<file path="src/rtl/alu_pkg.sv">
// Shared types and funct codes for the 32-bit R-type ALU.
// Shift decode is present only when ALU_SHIFT_EN is defined.
package alu_pkg;

  localparam int DATA_W  = 32;
  localparam int FUNCT_W = 6;
  localparam int SHAMT_W = 5;

  localparam logic [FUNCT_W-1:0] FN_ADD  = 6'b100000;
  localparam logic [FUNCT_W-1:0] FN_ADDU = 6'b100001;
  localparam logic [FUNCT_W-1:0] FN_SUB  = 6'b100010;
  localparam logic [FUNCT_W-1:0] FN_SUBU = 6'b100011;
  localparam logic [FUNCT_W-1:0] FN_AND  = 6'b100100;
  localparam logic [FUNCT_W-1:0] FN_OR   = 6'b100101;
  localparam logic [FUNCT_W-1:0] FN_XOR  = 6'b100110;
  localparam logic [FUNCT_W-1:0] FN_NOR  = 6'b100111;
  localparam logic [FUNCT_W-1:0] FN_SLT  = 6'b101010;
  localparam logic [FUNCT_W-1:0] FN_SLTU = 6'b101011;
  localparam logic [FUNCT_W-1:0] FN_SLLV = 6'b000100;
  localparam logic [FUNCT_W-1:0] FN_SRLV = 6'b000110;
  localparam logic [FUNCT_W-1:0] FN_SRAV = 6'b000111;

  typedef enum logic [3:0] {
    OP_ADD,
    OP_SUB,
    OP_AND,
    OP_OR,
    OP_XOR,
    OP_NOR,
    OP_SLT,
    OP_SLTU,
    OP_SHIFT,
    OP_BAD
  } op_e;

  typedef enum logic [1:0] {
    SH_LL,
    SH_RL,
    SH_RA
  } shift_e;

  typedef struct packed {
    op_e    op;
    logic   chk_ovf;
    shift_e sh;
  } dec_t;

  function automatic dec_t decode(input logic [FUNCT_W-1:0] f);
    dec_t d;
    d.op      = OP_BAD;
    d.chk_ovf = 1'b0;
    d.sh      = SH_LL;
    unique case (1'b1)
      (f == FN_ADD):  begin d.op = OP_ADD; d.chk_ovf = 1'b1; end
      (f == FN_ADDU): d.op = OP_ADD;
      (f == FN_SUB):  begin d.op = OP_SUB; d.chk_ovf = 1'b1; end
      (f == FN_SUBU): d.op = OP_SUB;
      (f == FN_AND):  d.op = OP_AND;
      (f == FN_OR):   d.op = OP_OR;
      (f == FN_XOR):  d.op = OP_XOR;
      (f == FN_NOR):  d.op = OP_NOR;
      (f == FN_SLT):  d.op = OP_SLT;
      (f == FN_SLTU): d.op = OP_SLTU;
`ifdef ALU_SHIFT_EN
      (f == FN_SLLV): begin d.op = OP_SHIFT; d.sh = SH_LL; end
      (f == FN_SRLV): begin d.op = OP_SHIFT; d.sh = SH_RL; end
      (f == FN_SRAV): begin d.op = OP_SHIFT; d.sh = SH_RA; end
`endif
      default:        d.op = OP_BAD;
    endcase
    return d;
  endfunction

endpackage

</file>
<file path="src/rtl/alu_shifter.sv">
// Combinational 32-bit barrel shifter for sllv/srlv/srav.
// Left shifts reuse the right-shift stages on a bit-reversed word.
module alu_shifter
  import alu_pkg::*;
(
  input  logic [DATA_W-1:0]  data,
  input  logic [SHAMT_W-1:0] shamt,
  input  shift_e             sh,
  output logic [DATA_W-1:0]  result
);

  function automatic logic [DATA_W-1:0] rev(input logic [DATA_W-1:0] x);
    logic [DATA_W-1:0] r;
    for (int i = 0; i < DATA_W; i++) begin
      r[i] = x[DATA_W-1-i];
    end
    return r;
  endfunction

  logic              is_left;
  logic              fill;
  logic [DATA_W-1:0] stage [SHAMT_W+1];

  assign is_left  = (sh == SH_LL);
  assign fill     = (sh == SH_RA) & data[DATA_W-1];
  assign stage[0] = is_left ? rev(data) : data;

  for (genvar i = 0; i < SHAMT_W; i++) begin : g_stage
    localparam int S = 1 << i;
    assign stage[i+1] = shamt[i]
      ? {{S{fill}}, stage[i][DATA_W-1:S]}
      : stage[i];
  end

  assign result = is_left ? rev(stage[SHAMT_W]) : stage[SHAMT_W];

endmodule

</file>
<file path="src/rtl/alu.sv">
// Single-cycle registered 32-bit R-type ALU with zero/overflow/invalid flags.
// Define ALU_SHIFT_EN to decode sllv/srlv/srav and build alu_shifter.
module alu
  import alu_pkg::*;
(
  input  logic               clk,
  input  logic               rst_n,
  input  logic [DATA_W-1:0]  read_data_1,
  input  logic [DATA_W-1:0]  read_data_2,
  input  logic [FUNCT_W-1:0] functionField,
  output logic [DATA_W-1:0]  aluResult,
  output logic               zero,
  output logic               overflow,
  output logic               invalid
);

  dec_t              dec;
  logic [DATA_W-1:0] a;
  logic [DATA_W-1:0] b;
  logic [DATA_W-1:0] b_eff;
  logic [DATA_W-1:0] sum;
  logic              is_sub;
  logic              sum_ovf;
  logic [DATA_W-1:0] shift_res;
  logic [DATA_W-1:0] res_nxt;
  logic              ovf_nxt;
  logic              inv_nxt;

  assign dec = decode(functionField);
  assign a   = read_data_1;
  assign b   = read_data_2;

  // Subtract as A + ~B + 1; overflow when the effective operands
  // share a sign that the sum does not.
  assign is_sub  = (dec.op == OP_SUB);
  assign b_eff   = is_sub ? ~b : b;
  assign sum     = a + b_eff + {{(DATA_W-1){1'b0}}, is_sub};
  assign sum_ovf = (a[DATA_W-1] == b_eff[DATA_W-1])
                 & (sum[DATA_W-1] != a[DATA_W-1]);

`ifdef ALU_SHIFT_EN
  alu_shifter u_shifter (
    .data   (b),
    .shamt  (a[SHAMT_W-1:0]),
    .sh     (dec.sh),
    .result (shift_res)
  );
`else
  assign shift_res = '0;
`endif

  always_comb begin
    res_nxt = '0;
    ovf_nxt = 1'b0;
    inv_nxt = 1'b0;
    unique case (dec.op)
      OP_ADD, OP_SUB: begin
        res_nxt = sum;
        ovf_nxt = dec.chk_ovf & sum_ovf;
      end
      OP_AND:   res_nxt = a & b;
      OP_OR:    res_nxt = a | b;
      OP_XOR:   res_nxt = a ^ b;
      OP_NOR:   res_nxt = ~(a | b);
      OP_SLT:   res_nxt = {{(DATA_W-1){1'b0}}, $signed(a) < $signed(b)};
      OP_SLTU:  res_nxt = {{(DATA_W-1){1'b0}}, a < b};
      OP_SHIFT: res_nxt = shift_res;
      default:  inv_nxt = 1'b1;
    endcase
  end

  always_ff @(posedge clk) begin
    if (!rst_n) begin
      aluResult <= '0;
      zero      <= 1'b1;
      overflow  <= 1'b0;
      invalid   <= 1'b0;
    end else begin
      aluResult <= res_nxt;
      zero      <= (res_nxt == '0);
      overflow  <= ovf_nxt;
      invalid   <= inv_nxt;
    end
  end

endmodule

</file>
<file path="config.mk">
export PLATFORM = sky130hd
export DESIGN_NAME = alu
export DESIGN_NICKNAME = d
export VERILOG_FILES = /design/src/rtl/alu_pkg.sv /design/src/rtl/alu_shifter.sv /design/src/rtl/alu.sv
export SDC_FILE = /design/constraint.sdc
export NUM_CORES = 1
export LEC_CHECK = 0
export ABC_AREA = 0
export CAP_MARGIN = 20
export CORE_AREA = 2 2 105 107
export CTS_CLUSTER_DIAMETER = 120
export CTS_CLUSTER_SIZE = 16
export DETAILED_ROUTE_END_ITERATION = 10
export DIE_AREA = 0 0 107 109
export MAX_ROUTING_LAYER = met4
export PLACE_DENSITY = 0.88
export SLEW_MARGIN = 0
export SYNTH_ARGS = -nofsm -noshare
export SYNTH_HDL_FRONTEND = slang
export SYNTH_SLANG_ARGS = --single-unit
</file>
<file path="constraint.sdc">
create_clock -name clk -period 8.34 [get_ports clk]
set_input_delay 2.085 -clock clk [delete_from_list [all_inputs] [get_ports clk]]
set_output_delay 2.085 -clock clk [all_outputs]
set_load 0.03 [all_outputs]
</file>
[Word-level counts from Yosys, hierarchy flattened]
Cells that the tools add are included.
Widths: inputs -> output; s select.
Operators by class
  $add $sub $neg: 2
  magnitude comparators: 2
  eq/ne operators: 20
  muxes and demuxes: 5
  bitwise logic cells: 7
  reduce and logical (&&, ||, !) cells: 8
Operator list (number)
  $pmux 32 s7: 1
  $lt 32x32->1: 2
  $not 32->32: 2
  $eq 6x6->1 const B: 10
  $add 32x1->32: 1
  $add 32x32->32: 1
  $and 32x32->32: 1
  $logic_not 32->1: 1
  $mux 32: 1
  $or 32x32->32: 1
  $pmux 4 s8: 1
  $xor 32x32->32: 1
  $eq 4x3->1 const B: 4
  $reduce_or 9->1: 1
  $eq 4x2->1 const B: 2
  $reduce_or 2->1: 4
  $eq 4x1->1 const B: 1
  $eq 4x4->1 const B: 1
  $logic_not 4->1: 1
  $and 1x1->1: 2
  $mux 1: 2
  $reduce_and 2->1: 1
  $eq 1x1->1: 1
  $ne 1x1->1: 1
Word-level totals
  flip-flop bits (word level): 35
  word-level logic and storage cells: 48

[Depth between registers and ports, before layout]
Gate-level depths: netlist of the first run.
  depth after elaboration: 10
  mapped depth: 18

[Worst setup path after synthesis of the first run]
Ideal clock, no wire load.
  path kind: input-to-reg
  start: input functionField[1]
  end: register zero
  library setup time: 60 ps
  data arrival time: 6123 ps
  required time: 8280 ps
  path slack: 2157 ps
  stages on the path: 18
  buffers on the path: 5
  path through: buf_2 -> buf_2 -> buf_2 -> nand3_1 -> buf_1 -> xnor2_1 -> ha_1 -> buf_2 -> a21oi_1 -> o21ai_1 -> a311o_1 -> or3_1 -> o221ai_1 -> a211o_1 -> mux2i_1 -> nand2_1 -> a2111oi_0 -> a41o_1
On the way
  word-level cells in the longest chain between the ends: 9
  elaborated cells between the ends (all ways): 27
RTL lines
  start: declaration: line alu.sv:10  | input logic [FUNCT_W-1:0] functionField,
  $eq 6x6->1, on equally long branches
  $reduce_or 2->1 (no line)
  $pmux 4 s8 *: line alu_pkg.sv:53  | unique case (1'b1)
  $eq 4x1->1: line alu.sv:35, alu.sv:56
  $mux 32: line alu.sv:36  | assign b_eff = is_sub ? ~b : b;
  $add 32x32->32: line alu.sv:37  | assign sum = a + b_eff + {{(DATA_W-1){1'b0}}, is_sub};
  $add 32x1->32: line alu.sv:37
  $pmux 32 s7 *: line alu.sv:56  | unique case (dec.op)
  $logic_not 32->1 *: line alu.sv:80  | zero <= (res_nxt == '0);
  end signal: assignment: line alu.sv:80
  end: declaration: line alu.sv:12  | output logic zero,
Mark *: on every way between the ends. The rest lies on a longest branch, timed or not.
A chain may end at the register's enable or synchronous reset.

[Worst setup path in the final report of the first run]
  start: input functionField[5]
  end: register zero
Same word-level chain as after synthesis.

==> results of run 1 <==
## final cells by class
class                      count  area [um^2]
clock buffer                   6         82.6
multi-input combinational    648         5070
tap                          140          175
clock inverter                 2         35.0
fill                         867         3160
sequential                    35          701
inverter                      79          297
timing repair buffer         110         1080
## registers in the layout, summed over array words and instances (netlist names)
register   count
aluResult     32
invalid        1
overflow       1
zero           1
## layer usage
layer	share of wire	vias up	wire length [um]
li1	-	2953	-
met1	0.43	2717	7090
met2	0.47	260	7760
met3	0.062	47	1020
met4	0.036	0	592
met5	0	-	0
## per-stage QoR
| stage | cell area, um^2 | hold slack [ns] | std cells | setup WS (ns) |
|---|---|---|---|---|
| floorplan | 6200 | 2.21 | 796 | 2.16 |
| global placement | 7320 | 2.80 | 1012 | 1.65 |
| detailed placement | 7320 | 2.81 | 1012 | 1.54 |
| CTS | 7440 | 2.50 | 1020 | 1.84 |
| global route | 7440 | 2.57 | 1020 | 1.34 |
| finish | 7440 | 2.54 | 1020 | 1.78 |
## power breakdown
| group | switching, uW | internal, uW | leakage [uW] |
|---|---|---|---|
| combinational | 220 | 168 | 0.00309 |
| sequential | 2.08 | 172 | 0.000284 |
| clock | 66.1 | 96.7 | 0.0000612 |
| total | 288 | 437 | 0.00344 |
## logic make-up (layout without fill, tap and decap cells)
family / Yosys count / after routing
compound gates: 204 / 204
xor+xnor: 84 / 84
fa+ha+maj: 135 / 135
buf+inv: 113 / 197
flops: 35 / 35
mux: 29 / 29
simple gates: 196 / 196
## worst max-delay path, stage by stage
cell and delay [ns]:
sky130_fd_sc_hd__clkdlybuf4s50_1 0.48, sky130_fd_sc_hd__nor2b_1 0.31, sky130_fd_sc_hd__nand3_2 0.50, sky130_fd_sc_hd__buf_4 0.44, sky130_fd_sc_hd__xnor2_1 0.16, sky130_fd_sc_hd__ha_1 0.36
sky130_fd_sc_hd__and3_1 0.25, sky130_fd_sc_hd__a311o_1 0.37, sky130_fd_sc_hd__or3_1 0.36, sky130_fd_sc_hd__o221ai_1 0.30, sky130_fd_sc_hd__a211o_1 0.24, sky130_fd_sc_hd__mux2i_1 0.23
sky130_fd_sc_hd__nand2_1 0.07, sky130_fd_sc_hd__a2111oi_0 0.39, sky130_fd_sc_hd__a41o_1 0.23
## synthesized netlist by cell type (14+ instances only)
library cell / n / area share
sky130_fd_sc_hd__xnor2_1: 56 / 0.079
sky130_fd_sc_hd__inv_1: 79 / 0.048
sky130_fd_sc_hd__mux2i_1: 23 / 0.037
sky130_fd_sc_hd__o21ai_0: 27 / 0.022
sky130_fd_sc_hd__nand2_1: 50 / 0.030
sky130_fd_sc_hd__a21oi_1: 59 / 0.048
sky130_fd_sc_hd__nor2_1: 49 / 0.030
sky130_fd_sc_hd__dfxtp_1: 35 / 0.11
sky130_fd_sc_hd__and2_1: 16 / 0.016
sky130_fd_sc_hd__clkbuf_1: 20 / 0.012
sky130_fd_sc_hd__xor2_1: 28 / 0.040
sky130_fd_sc_hd__ha_1: 134 / 0.27
sky130_fd_sc_hd__a211oi_1: 18 / 0.022
sky130_fd_sc_hd__nor2b_1: 14 / 0.014
## worst paths after layout
check / from / to / slack (ns)
setup / recovery: functionField[5] / zero$_SDFF_PN1_ / 1.78
hold / removal: functionField[1] / invalid$_SDFF_PN0_ / 2.54
## cells in the final DEF, fill, tap and decap left out, types with 6 or more instances in the layout
cell type / instances
sky130_fd_sc_hd__nand3_1: 10
sky130_fd_sc_hd__o211ai_1: 7
sky130_fd_sc_hd__a22oi_1: 11
sky130_fd_sc_hd__nand2_1: 50
sky130_fd_sc_hd__o31ai_1: 6
sky130_fd_sc_hd__nor2b_1: 14
sky130_fd_sc_hd__a21o_1: 11
sky130_fd_sc_hd__nand4_1: 11
sky130_fd_sc_hd__inv_1: 79
sky130_fd_sc_hd__clkbuf_8: 6
sky130_fd_sc_hd__xnor2_1: 56
sky130_fd_sc_hd__mux2_2: 6
sky130_fd_sc_hd__a31oi_1: 10
sky130_fd_sc_hd__or3_1: 8
sky130_fd_sc_hd__clkdlybuf4s50_1: 104
sky130_fd_sc_hd__o22ai_1: 8
sky130_fd_sc_hd__nor3_1: 8
sky130_fd_sc_hd__o21ai_1: 7
sky130_fd_sc_hd__a21oi_1: 59
sky130_fd_sc_hd__ha_1: 134
sky130_fd_sc_hd__nor4_1: 8
sky130_fd_sc_hd__dfxtp_1: 35
sky130_fd_sc_hd__a211oi_1: 18
sky130_fd_sc_hd__and2_1: 16
sky130_fd_sc_hd__xor2_1: 28
sky130_fd_sc_hd__nor2_1: 49
sky130_fd_sc_hd__o21a_1: 7
sky130_fd_sc_hd__o21ai_0: 27
sky130_fd_sc_hd__mux2i_1: 23
==> impl_summary.md, run 1 <==
Clock tree
The number of buffers on the longest clock path is 2. The count of H-tree levels built during CTS is 2. The hold-fix buffer count after cts is 0. In this run the post-CTS setup repair buffer count came out at 0. Once the clock tree was built, the resizer swapped 0 gates to a different size. The CTS tree is done. The cell chosen for the clock root is sky130_fd_sc_hd__clkbuf_8. Counting the buffers created by CTS gives 5. After clock tree synthesis, the clock-pin slew on the worst setup and hold paths is 0.08 ns. The tree built by TritonCTS fans out to 35 sinks.

Cells and area
The number of antenna repair diodes is 0. Measured on the finished design, the core utilization comes to 0.702. The net count of the finished layout is 1,086.

The fraction of layout cells with a size suffix above 1 is 0.0295. The area growth from synthesis to layout is 20.0%.

Die
The area of the die is 11,700 um^2. For this design the top-level I/O count stands at 107. The die extent in x is 107 um.

The core region is 10,600 um^2. For this configuration, the core starts out at a cell density of 0.585. The number of placement rows is 38. The height of the die is 109 um.

Timing
Of the available clock period, the critical path in the final layout requires 0.787. Setup repair after global routing left no endpoint under its margin. The number of hold-slack violations in the final timing report is 0.

The max-slew violation count is 0. Adding up every negative setup slack in the final design gives 0 ns. Setup violations remaining at the end of the flow were counted as 0. Headroom to the max-slew limit came out at 0.333. The routed design could run at a clock period as short as 6.56 ns.

The transition at the pin with the smallest max-transition slack is 0.998 ns. The timing-limited maximum frequency is 152 MHz.

Synthesis
The area share of xor/xnor cells in the synthesized design is 0.119. The number of nets in the synthesized netlist is 1,003. The number of instances in the synthesized netlist is 796. The synthesized area divided by synthesized cell count is 7.79 um^2.

Yosys mapped a number of flops with a built-in enable equal to 0. For this run, asynchronously set or reset flops after synthesis account for 0. Of the total synthesized cell area, the portion taken by AND, OR, NAND and NOR gates is 0.159.

The count of warnings emitted by yosys is 0. The share of synthesized area occupied by flip-flops and latches is 0.113. The flip-flop and latch count after synthesis is 35. The post-synthesis adder-cell area fraction is 0.274.

The most used flip-flop cell after synthesis is sky130_fd_sc_hd__dfxtp_1. The compound-cell area share of the yosys netlist came to 0.217. The synthesized area is 6200 um^2. The portion of synthesized area spent on multiplexers is 0.0480. The number of library cell types mapped by synthesis is 61. The dominant combinational cell family by area after synthesis is adder cells.

GRT
The via count of the first global-routing pass was 5,817. For this run, global-route usage on met3 was measured as 0.0239. The met1 usage is 0.358. In the global route stage, met2 resource usage came out at 0.505.

The number of antenna violations at the first check in global routing is 0. The sum of overflow across all layers after global routing is 0. The pin count of the biggest net entering global routing is 67. The global-route usage over all layers is 0.294.

The global-route wire length before repair is 27,000 um. met2 is the most crowded layer.

Critical path
The critical path arrival is 6.80 ns. STA classifies the critical path endpoint as a flop. The nature of the critical path startpoint is an input port. The type of the setup path with the least slack is input port to flop. The required time reported for the critical path endpoint is 8.58 ns. Of all nets on the critical path, the largest fanout is 17.

Worst hold path
The worst hold path depth is 4. The worst hold-check path type is input port to flop.

Pwr
The worst-case IR drop observed on VDD is 0.0785 mV. The leakage power is 0.00344 uW. The power density over cell area is 97.4 nW/um^2.

The power after layout is 725 uW.

Placement
Routability-driven placement finished with a final weighted congestion of 0.959. The count of buffers added on input and output ports is 106. The half-perimeter wire length of the detailed placement result is 13,100 um.

Drt
After the first detailed-routing iteration, the DRC count stood at 270. The remaining number of nets flagged by the antenna check after routing is 0. The average wire per cell in the routed design is 16.1 um. The routed layout has 5,977 vias.

Using the TritonRoute via totals, the vias-per-cell ratio works out to 5.86. The remaining design rule violation count is 0. The final layout contains routed wiring with a total length of 16,500 um. The first detailed-routing pass ran for 5 iterations.

Job
The reported max-cap violation count is 0.

Run status
The run finished with clean final reports.
Power figures use the tool's default switching activity.
==> run 2: changes to the inputs <==
--- a/config.mk
+++ b/config.mk
@@ -7,13 +7,13 @@
 export LEC_CHECK = 0
 export ABC_AREA = 0
 export CAP_MARGIN = 20
-export CORE_AREA = 2 2 105 107
+export CORE_AREA = 2 2 115 117
 export CTS_CLUSTER_DIAMETER = 120
 export CTS_CLUSTER_SIZE = 16
 export DETAILED_ROUTE_END_ITERATION = 10
-export DIE_AREA = 0 0 107 109
+export DIE_AREA = 0 0 117 119
 export MAX_ROUTING_LAYER = met4
-export PLACE_DENSITY = 0.88
+export PLACE_DENSITY = 0.78
 export SLEW_MARGIN = 0
 export SYNTH_ARGS = -nofsm -noshare
 export SYNTH_HDL_FRONTEND = slang
==> constraint.sdc (replaced) <==
create_clock -name clk -period 5.7 [get_ports clk]
set_input_delay 1.425 -clock clk [delete_from_list [all_inputs] [get_ports clk]]
set_output_delay 1.425 -clock clk [all_outputs]
set_load 0.03 [all_outputs]
==> impl_summary.md, run 2 (synthesis gave the netlist of run 1 again) <==
Clock tree
The cell sitting at the root of the clock tree is a sky130_fd_sc_hd__clkbuf_16. The count of H-tree levels built during CTS came to 2 (unchanged). TritonCTS built the clock tree. The count of instances resized after the clock tree is built is 0 (unchanged). The CTS buffer count is 5 (unchanged). The number of sinks on the clock net is 35 (unchanged). The hold-fix buffer count after cts is 0 (unchanged).

The number of buffers on the longest clock path is 2 (unchanged). The post-CTS setup buffer count is 0 (unchanged). The clock transition at the registers of the reported paths is 0.07 ns (about the same).

Die
The height of the die is 119 um (+9.2%). The area of the placeable core was 12,900 um^2 (+21%). The top-level I/O count is 107 (unchanged). The area of the die is 13,900 um^2 (+19%). The die extent in x is 117 um (+9.3%). The starting density of the core is 0.482 (-0.103).

The number of placement rows was 42 (+11%).

Placement
The final weighted congestion in routability-driven placement came to 0.980 (+2.1%). The half-perimeter wire length of the detailed placement result is 13,900 um (+6.1%). The number of buffers added on ports is 106 (unchanged). The minimum setup slack after placement is 0.119 ns (-1.42 ns).

Cells and area
The fraction of the core area covered by cells at the end of the flow is 0.590 (-0.112). The top cell types in the final layout, fill and taps aside, are sky130_fd_sc_hd__ha_1, sky130_fd_sc_hd__clkdlybuf4s50_1, sky130_fd_sc_hd__inv_1. More flip-flops sit in one register than any other, and that register is aluResult. The number of fill cells in the layout is 1,209 (+39%). The number of nets in the final layout is 1,097 (+1.0%). Compared with the post-synthesis result, the final layout area differs by 22.5%.

The register cell area after layout is 701 um^2 (unchanged). The library cell used most frequently in the layout, excluding fill and tap cells, is sky130_fd_sc_hd__ha_1. The area of the multi-input gates is 5070 um^2 (unchanged).

The number of antenna repair diodes came to 0 (unchanged). The flip-flop count of the largest register, all copies and words added is 32 (unchanged). The fraction of layout cells with a size suffix above 1 came to 0.0404 (+0.0109).

Worst hold path
The path with the worst hold slack has its endpoint at invalid$_SDFF_PN0_. The critical hold path startpoint is functionField[3]. The worst hold-check path type is input port to flop. The worst hold path depth is 3 (-1).

Timing
The max-slew violation count came to 0 (unchanged). The number of hold-slack violations in the final timing report was 0 (unchanged). The timing-limited maximum frequency is 186 MHz. The setup-violating endpoint count in the final report came to 0 (unchanged). The transition at the pin with the smallest max-transition slack is 0.866 ns (-0.131 ns). The final sum of negative setup slack is 0 ns (unchanged).

The final cycle utilization of the critical path is 0.943. The relative max-transition margin is 0.422 (+0.0892). The minimum setup slack in the final design is 0.327 ns (-1.45 ns). The shortest period the worst path allows is 5.37 ns.

Setup repair after global routing left no endpoint under its margin.

Critical path
The required time reported for the critical path endpoint is 5.93 ns (-2.65 ns). The type of the setup path with the least slack is input port to flop. The worst setup path is captured at a flop. The worst-path maximum fanout is 13 (-4).

The critical path arrival is 5.61 ns (-1.19 ns). STA classifies the critical path startpoint as an input port.

Pwr
The portion of total power attributed to sequential cells was 0.229 (-0.012). The combinational cell fraction of total power came to 0.522 (-0.013). The worst supply voltage drop on vdd is 0.0918 mV (+17%). The total net switching power is 437 uW (+52%).

The fraction of power spent switching nets is 0.393 (-0.00460). The power density over cell area came to 147 nW/um^2 (+50%). The total internal power is 676 uW (+55%). The power share of the clock group is 0.249 (+0.024). The leakage power is 0.00350 uW (+1.8%).

Drt
The total via count in the routed design is 6,032 (+0.92%). The iteration count of the initial detailed-routing pass came to 5 (unchanged). The remaining design rule violation count is 0 (unchanged).

The number of violations reported at the end of detailed-routing iteration 0 is 431 (+60%). The total wire length came to 17,000 um (+3.2%). The average wire per cell in the routed design is 15.9 um (-1.3%). The via count normalized by instance count is 5.66 (-3.4%). The remaining number of nets flagged by the antenna check after routing is 0 (unchanged).

GRT
The pin count of the biggest net entering global routing is 43 (-36%). The via count of the first global-routing pass is 5,668 (-2.6%). The global-route wire length before repair was 27,400 um (+1.2%). The sum of overflow across all layers after global routing came to 0 (unchanged). The number of antenna violations at the first check in global routing was 0 (unchanged). The global-route usage over all layers was 0.250 (-0.0431).

Job
The reported max-cap violation count is 0 (unchanged).

Run status
The flow ran to the end, and the final reports show no timing, DRC or antenna violations.
## run 2: cell types whose count changed in the layout (fill, tap and decap cells not counted), sizes merged
cell    delta
bufinv     -1
buf       +11
## run 2: layout make-up
type | count | area share
timing repair buffer | 121 | 0.154
clock buffer | 6 | 0.0183
clock inverter | 1 | 0.000659
inverter | 79 | 0.0390
sequential | 35 | 0.0923
multi-input combinational | 648 | 0.667
tap | 176 | 0.0290
## run 2: worst max-delay path, stage by stage
cell                              delay, ns
sky130_fd_sc_hd__clkdlybuf4s50_1       0.50
sky130_fd_sc_hd__nor2_1                0.24
sky130_fd_sc_hd__nand3_2               0.15
sky130_fd_sc_hd__buf_4                 0.24
sky130_fd_sc_hd__xnor2_1               0.15
sky130_fd_sc_hd__ha_1                  0.29
sky130_fd_sc_hd__a21oi_1               0.26
sky130_fd_sc_hd__o21ai_1               0.16
sky130_fd_sc_hd__a311o_1               0.41
sky130_fd_sc_hd__or3_1                 0.36
sky130_fd_sc_hd__o221ai_1              0.27
sky130_fd_sc_hd__a211o_1               0.25
sky130_fd_sc_hd__mux2i_1               0.24
sky130_fd_sc_hd__nand2_1               0.07
sky130_fd_sc_hd__a2111oi_0             0.36
sky130_fd_sc_hd__a41o_1                0.21
## run 2: worst max-delay path by stage
stage	start	to	slack [ns]	cells past startpoint
after floorplan	functionField[1]	zero$_SDFF_PN1_	0.18	18
after global placement	functionField[2]	zero$_SDFF_PN1_	0.21	16
after detailed placement	functionField[2]	zero$_SDFF_PN1_	0.12	16
after CTS	functionField[2]	zero$_SDFF_PN1_	0.40	16
after global routing	functionField[2]	zero$_SDFF_PN1_	0.13	16
final	functionField[2]	zero$_SDFF_PN1_	0.33	16
## run 2: layer usage
layer / vias to the layer above / global-route usage / wire length, um
li1: 2977 / - / -
met1: 2789 / 0.331 / 7650
met2: 226 / 0.401 / 7680
met3: 40 / 0.0326 / 1190
met4: 0 / 0.0691 / 461
met5: - / - / 0
## run 2: power by group through the flow
stage               Combinational, uW  Sequential (uW)  Clock (uW)
floorplan                         366              276           0
global placement                  565              260           0
detailed placement                571              260           0
CTS                               575              255         280
global route                      640              256         294
finish                            581              255         277
## run 2: per-stage QoR
step | total power (uW) | cell area (um^2) | std cells | hold slack (ns)
CTS | 1110 | 7590 | 1066 | 1.84
finish | 1110 | 7590 | 1066 | 1.85
detailed placement | 831 | 7450 | 1059 | 2.14
floorplan | 643 | 6200 | 796 | 1.55
global placement | 825 | 7450 | 1059 | 2.14
global route | 1190 | 7590 | 1066 | 1.90
